`src/rtl/counter_sequencer.sv`:
```
// Prescaled up-counter with LOAD/START/STOP/CLEAR command port, one-shot terminal count.
// Define COUNTER_SEQ_AUTORELOAD_EN to wrap to 0 and keep running at terminal count instead.
module counter_sequencer #(
  parameter int CNT_W = 8
) (
  input  logic             clk,
  input  logic             rst_n,
  input  logic             ena,
  input  logic             cmd_valid,
  output logic             cmd_ready,
  input  logic [1:0]       cmd_op,
  input  logic [CNT_W-1:0] cmd_data,
  output logic [CNT_W-1:0] cnt,
  output logic             busy,
  output logic             done,
  output logic [CNT_W-1:0] oe
);

  typedef enum logic [1:0] {
    IDLE  = 2'b00,
    RUN   = 2'b01,
    PAUSE = 2'b10
  } state_t;

  localparam logic [1:0] OP_LOAD  = 2'b00;
  localparam logic [1:0] OP_START = 2'b01;
  localparam logic [1:0] OP_STOP  = 2'b10;
  localparam logic [1:0] OP_CLEAR = 2'b11;

  state_t             state_reg, state_next;
  logic [CNT_W-1:0]   cnt_reg, cnt_next;
  logic [CNT_W-1:0]   presc_reg, presc_next;
  logic [CNT_W-1:0]   div_reg, div_next;
  logic [CNT_W-1:0]   limit_reg, limit_next;
  logic               done_reg, done_next;
  logic               accept;
  logic               tick;
  logic [CNT_W-1:0]   cnt_inc;

  assign accept  = ena & cmd_valid;
  assign tick    = (state_reg == RUN) && (presc_reg == div_reg);
  assign cnt_inc = cnt_reg + 1'b1;

  always_ff @(posedge clk or negedge rst_n) begin
    if (!rst_n) begin
      state_reg <= IDLE;
      cnt_reg   <= '0;
      presc_reg <= '0;
      div_reg   <= '0;
      limit_reg <= '1;
      done_reg  <= 1'b0;
    end else begin
      state_reg <= state_next;
      cnt_reg   <= cnt_next;
      presc_reg <= presc_next;
      div_reg   <= div_next;
      limit_reg <= limit_next;
      done_reg  <= done_next;
    end
  end

  always_comb begin
    state_next = state_reg;
    cnt_next   = cnt_reg;
    presc_next = presc_reg;
    div_next   = div_reg;
    limit_next = limit_reg;
    done_next  = done_reg;
    if (ena) begin
      done_next = 1'b0;
      // CLEAR and STOP pre-empt a coincident tick entirely (no increment, no done).
      if (accept && cmd_op == OP_CLEAR) begin
        state_next = IDLE;
        cnt_next   = '0;
        presc_next = '0;
      end else if (accept && cmd_op == OP_STOP && state_reg == RUN) begin
        state_next = PAUSE;
      end else begin
        if (accept && cmd_op == OP_LOAD)
          limit_next = cmd_data;
        if (state_reg == RUN)
          presc_next = tick ? '0 : presc_reg + 1'b1;
        if (tick) begin
          cnt_next = cnt_inc;
          // Terminal test uses the limit as updated by a same-cycle LOAD.
          if (cnt_inc == limit_next) begin
            done_next = 1'b1;
`ifdef COUNTER_SEQ_AUTORELOAD_EN
            cnt_next = '0;
`else
            state_next = IDLE;
`endif
          end
        end
        if (accept && cmd_op == OP_START) begin
          div_next = cmd_data;
          if (state_reg == IDLE) begin
            state_next = RUN;
            presc_next = '0;
          end else if (state_reg == PAUSE) begin
            state_next = RUN;
          end
        end
      end
    end
  end

  assign cmd_ready = ena;
  assign cnt       = cnt_reg;
  assign busy      = (state_reg == RUN);
  assign done      = done_reg;
  assign oe        = {CNT_W{state_reg != IDLE}};

endmodule

```
`config.mk`:
```
export PLATFORM = sky130hd
export DESIGN_NAME = counter_sequencer
export DESIGN_NICKNAME = d
export VERILOG_FILES = /design/src/rtl/counter_sequencer.sv
export SDC_FILE = /design/constraint.sdc
export NUM_CORES = 1
export LEC_CHECK = 0
export CAP_MARGIN = 0
export CORE_UTILIZATION = 50
export CTS_BUF_LIST = sky130_fd_sc_hd__clkbuf_4
export CTS_CLUSTER_SIZE = 28
export DETAILED_ROUTE_END_ITERATION = 16
export GPL_TIMING_DRIVEN = 1
export PLACE_DENSITY = 0.89
export SLEW_MARGIN = 0
export SYNTH_ARGS = -nofsm -noshare
export SYNTH_HDL_FRONTEND = slang
export SYNTH_SLANG_ARGS = --single-unit
```
`constraint.sdc`:
```
create_clock -name clk -period 1.89 [get_ports clk]
set_input_delay 0.378 -clock clk [delete_from_list [all_inputs] [get_ports clk]]
set_output_delay 0.378 -clock clk [all_outputs]
set_load 0.005 [all_outputs]
```
; Word-level counts from Yosys, hierarchy flattened
; Cells that the tools add are included.
[op_classes]
n_addsub = 2
eq_ne = 8
muxes = 24
bitwise = 3
reduce_logical = 14
[ops]
columns = cell, n
row1 = 2-to-1 mux 8 bit, 13
row2 = "adder 8 x 1 -> 8 bit, second input constant", 2
row3 = equality test 8 bit, 2
row4 = 2-to-1 mux 2 bit, 7
row5 = "equality test 2 bit, second input constant", 3
row6 = logical AND 1 bit, 6
row7 = AND reduction 3 bit, 2
row8 = "equality test 2 x 1 -> 1 bit, second input constant", 2
row9 = zero test 2 bit, 2
row10 = 2-to-1 mux 1 bit, 4
row11 = AND reduction 4 bit, 1
row12 = nonzero test 2 bit, 2
row13 = "!= test 2 bit, second input constant", 1
row14 = NOT 1 bit, 2
row15 = AND reduction 2 bit, 1
row16 = bitwise AND 1 bit, 1
[word_totals]
regBits = 35
inputBits = 14
out_inout_bits = 19
wordCells = 57

; Longest topological paths before layout
[depth]
ltp_word = 14
depth_mapped = 8
depth_no_buf = 7

; Worst setup path before layout
; OpenSTA, ideal clock, no wires.
[synth_path]
path_kind = register -> register
start = reg cnt_reg[0] (netlist: cnt[0])
end = reg state_reg[0]
setup_ns = 0.082
arrival_ns = 1.906
required_time_ns = 1.808
slack_ns = -0.098
stages_incl_launch_ff = 9
path_buffers = 1
synth_period_minus_slack_ns = 1.988
cell_sequence = dfrtp_1 ha_1 clkbuf_1 and3b_1 o41a_1 nor4_1 mux2i_1 a41o_1 a22oi_2
[synth_between]
elab_chain_cells = 9
[synth_lines]
columns = item, line
row1 = "start, declared", 31  ; logic [CNT_W-1:0] cnt_reg, cnt_next;
row2 = "start signal, assigned", 54  ; cnt_reg <= cnt_next;
row3 = adder 8 x 1 -> 8 bit (*), 42  ; assign cnt_inc = cnt_reg + 1'b1;
row4 = equality test 8 bit (*), 86  ; if (cnt_inc == limit_next) begin
row5 = 2-to-1 mux 2 bit (*), 86
row6 = 2-to-1 mux 2 bit (*), 83  ; if (tick) begin
row7 = 2-to-1 mux 2 bit, 100  ; end else if (state_reg == PAUSE) begin
row8 = 2-to-1 mux 2 bit, 97  ; if (state_reg == IDLE) begin
row9 = 2-to-1 mux 2 bit (*), 95  ; if (accept && cmd_op == OP_START) begin
row10 = 2-to-1 mux 2 bit (*), 76  ; end else if (accept && cmd_op == OP_STOP && state_reg == RUN) begin
row11 = 2-to-1 mux 2 bit (*), 72  ; if (accept && cmd_op == OP_CLEAR) begin
row12 = "end signal, assigned", 53  ; state_reg <= state_next;
row13 = "end, declared", 30  ; state_t state_reg, state_next;
; Every way passes the cells marked *; elsewhere a longest branch is shown, timed or not.
; A chain may end at the register's enable or synchronous reset.

; Worst setup path after layout
[layout_path]
start = in cmd_valid
end = reg state_reg[0]
[layout_between]
elab_chain_cells = 14
elab_cells_between_ends = 18
classes_between = eq/ne: 1 / mux: 11 / bitwise: 1 / reduce/logical: 5
[layout_lines]
columns = item, line
row1 = "start, declared", 9  ; input logic cmd_valid,
row2 = bitwise AND 1 bit (*), 40  ; assign accept = ena & cmd_valid;
row3 = logical AND 1 bit, 79  ; if (accept && cmd_op == OP_LOAD)
row4 = 2-to-1 mux 8 bit, 79
row5 = 2-to-1 mux 8 bit, 76
row6 = 2-to-1 mux 8 bit, 72
row7 = 2-to-1 mux 8 bit, 69  ; if (ena) begin
row8 = equality test 8 bit, 86
row9 = 2-to-1 mux 2 bit, 86
row10 = 2-to-1 mux 2 bit, 83
row11 = 2-to-1 mux 2 bit, 100
row12 = 2-to-1 mux 2 bit, 97
row13 = 2-to-1 mux 2 bit, 95
row14 = 2-to-1 mux 2 bit, 76
row15 = 2-to-1 mux 2 bit (*), 72
; Every way passes the cells marked *; elsewhere a longest branch is shown, timed or not. The select of a mux whose other input is x is not followed.

==> flow_metrics.env <==
export IMPL_critical_path_startpoint="cmd_valid"
export IMPL_clk_latency_ns=0.36
export IMPL_timing_rr_end="state_reg[0]"
export IMPL_overall_via_count_from_detail_route=1810
export IMPL_timing_critical_path_required_ns=2.14
export IMPL_tritoncts_num_buffers=5
export IMPL_antenna_violations_before_repair=0
export IMPL_die_width_microns=66.9
export IMPL_period_share_pct=110
export IMPL_initial_core_utilization_pct=52.3
export IMPL_vias_per_cell=5.71
export IMPL_timing_setup_critical_path_class="in2reg"
export IMPL_async_flop_share_pct=100
export IMPL_rr_worst_depth=7
export IMPL_muxShareOfSynthArea_pct=10.4
export IMPL_synth_edf_count=0
export IMPL_reg2reg_slack_ns=-0.15
export IMPL_boundaryPins=33
export IMPL_drive_gt1_share_pct=39.7
export IMPL_detailedPlacementHpwl_mm=3.56
export IMPL_place_port_buffers=32
export IMPL_peakVddDrop_v=0.000455
export IMPL_detail_route_antenna_nets=0
export IMPL_cts_root_buffer_cell="clkbuf_4"
export IMPL_drtIter0Drc=121
export IMPL_critical_path_peak_fanout=6
export IMPL_syn_mean_instance_area_sq_um=10.8
export IMPL_detailedRoute_firstPassIterationCount=4
export IMPL_dpl_cell_area_sq_um=2660
export IMPL_hold_viol_final=0
export IMPL_max_slew_margin_rel_pct=67.2
export IMPL_yosys_cell_types_count=52
export IMPL_grt_ovfl_total=0
export IMPL_run_status="finished with violations"
export IMPL_violations_in_the_final_reports="setup timing"
export IMPL_post_synth_xor_area_fraction_pct=12.5
export IMPL_first_global_vias=1705
export IMPL_synth_warnings=0
export IMPL_ctsHtreeMaxLevel=2
export IMPL_tightest_slew_ns=0.486
export IMPL_synth_sequential_area_ratio_pct=42.0
export IMPL_hold_path_class="in2async"
export IMPL_synth_flop_cell="dfrtp_1"
export IMPL_startpoint_type="input pin"
export IMPL_design_core_area_sq_um=4030
export IMPL_worst_ep_arrival_time_ns=2.32
export IMPL_syn_cell_area_sq_um=2110
export IMPL_grt_start_max_net_pins=36
export IMPL_finalClockSkew_ns=0.0110
export IMPL_tritoncts="built"
export IMPL_postSynthRegisterBits=35
export IMPL_route_detailed_wl_per_inst_microns=18.3
export IMPL_drv_cap=0
export IMPL_routed_wirelength_mm=5.81
export IMPL_p_leak_nw=1.36
export IMPL_yosys_area_share_simple_pct=16.7
export IMPL_end_kind="flop"
export IMPL_clock_sinks=35
export IMPL_detail_route_drc_violations=0
export IMPL_synthCells=195
export IMPL_beginning_of_the_worst_register_to_register_path="cnt[0]"
export IMPL_num_nets_final=282
export IMPL_fp_dieArea_sq_um=4480
export IMPL_clk_path_buf_depth=2
export IMPL_grt_setup_unrepaired="true"
export IMPL_main_combinational_cell_family_by_area_after_synthesis="simple AND/OR/NAND/NOR gates"
export IMPL_diodes=0
export IMPL_die_h_microns=66.9
export IMPL_clock_fmax_mhz=483
export IMPL_fin_crit_ns=2.07
export IMPL_rows=23
export IMPL_finalWeightedCongestion=0.870
export IMPL_post_synth_fa_ha_maj_area_fraction_pct=1.19
export IMPL_finalWorstSetupSlack_ns=-0.183
export IMPL_clkSlewWorstSetupHoldPaths_ns=0.12
export IMPL_grt_first_pass_wirelength_mm=8.27
export IMPL_power_density_nw_per_um2=834
export IMPL_post_cts_hold_buffer_count=0
export IMPL_synth_compound_area_share_pct=9.79
export IMPL_synthesis_nets=211
export IMPL_dp_worst_setup_slack_ns=-0.628
export IMPL_finalSetupViolations=10
export IMPL_syn_to_final_growth_pct=40.7
export IMPL_slew_violations=0
export IMPL_grt_use_total_pct=26.1
export IMPL_stdcell_area_sq_um=2970
[cell usage in the layout (no fill, tap or decap), drive strengths merged, types with 3 or more instances in the layout]
cell	synthesis	final
a21o	4	4
and3	7	7
buf	14	48
clkbuf	2	7
clkdlybuf4s50	0	27
dfrtp	27	27
dfstp	8	8
dlygate4sd2	0	3
inv	9	9
mux2	15	15
mux2i	4	4
nand2	11	11
nand3	5	5
nand4	5	5
nor2	9	9
nor3	3	3
nor3b	3	3
nor4	5	5
o21ai	9	9
o21bai	4	4
xnor2	8	8
xor2	15	15
[power by group]
group	total [mW]	leakage [nW]	internal (mW)	switching, mW
clock network	0.700	0.0514	0.411	0.289
registers	0.995	0.439	0.888	0.106
logic	0.781	0.869	0.440	0.340
total	2.48	1.36	1.74	0.736
[cell families (layout without fill, tap and decap cells)]
| kind of cell | count (synthesis) | after routing |
|---|---|---|
| AOI/OAI and AO/OA | 29 | 29 |
| xor gates and xnor gates | 25 | 25 |
| adders and majority gates | 2 | 2 |
| buffers and inverters | 25 | 97 |
| DFF | 35 | 35 |
| muxes | 19 | 19 |
| and+or+nand+nor | 60 | 60 |
[repair_timing]
item / CTS / global route
gates cloned: 0 / 0
setup endpoints to repair: 17 / 27
setup buffers: 7 / 6
gates resized for setup: 21 / 24
pin swaps: 6 / 14
[metal layers]
metal	part of all wire, %	wire length [microns]	track usage (%)	vias up
met5	0	0	0	-
met4	3.4	199	12.2	0
met3	6.1	357	5.48	18
met2	48	2760	39.9	70
met1	43	2490	34.9	896
li1	-	-	-	826
[final cells by class]
type | instances | area [sq um]
Multi-Input combinational cell | 135 | 1190
Fill cell | 263 | 1060
Sequential cell | 35 | 888
Timing Repair Buffer | 80 | 691
Clock inverter | 3 | 67.6
Tap cell | 50 | 62.6
Clock buffer | 5 | 37.5
Inverter | 9 | 33.8
[through the flow]
stage | std cells | power, mW | utilization [%] | setup TNS (ns) | hold slack [ns]
after floorplan | 195 | 1.39 | - | -0.0753 | 0.0824
after global placement | 298 | 1.62 | 66.0 | -2.84 | 0.513
after detailed placement | 298 | 1.66 | 66.0 | -4.59 | 0.520
after CTS | 313 | 2.42 | 71.3 | -0.0901 | 0.447
after global routing | 317 | 2.59 | 73.6 | -2.54 | 0.458
final | 317 | 2.48 | 73.6 | -0.796 | 0.427
[critical path: stages]
cell	delay, ns
dlygate4sd2_1	0.23
and4bb_4	0.31
mux2_4	0.33
xor3_1	0.42
nor4_4	0.37
a41o_1	0.23
a22oi_2	0.05
[synthesized netlist by cell type, types with 2 or more instances]
cell type	count	share of area (%)
nor3_1	3	0.71
xor3_1	2	2.3
a21oi_1	2	0.47
buf_4	9	3.2
mux2i_1	3	1.4
mux2_2	12	6.4
dfstp_2	8	10
inv_1	9	1.6
nand4_1	5	1.5
mux2_4	2	1.4
nand3b_1	2	0.71
nand3_1	5	1.2
nand2_1	11	2.0
buf_2	3	0.71
and3_1	7	2.1
xor2_1	14	5.8
nor3b_1	3	1.1
nor4_1	4	1.2
and3b_1	2	0.83
dfrtp_1	27	32
o21ai_0	9	2.1
nor2_1	9	1.6
xnor2_1	7	2.9
clkbuf_1	2	0.36
o21bai_1	4	1.4
a21o_1	4	1.4
ha_1	2	1.2
[worst max path at each step]
stage / end / slack [ns]
finish: state_reg[0] / -0.18
global route: state_reg[0] / -0.27
CTS: state_reg[0] / -0.05
detailed placement: state_reg[0] / -0.63
global placement: state_reg[0] / -0.51
floorplan: state_reg[0] / -0.08
(Power assumes the default switching activity.)
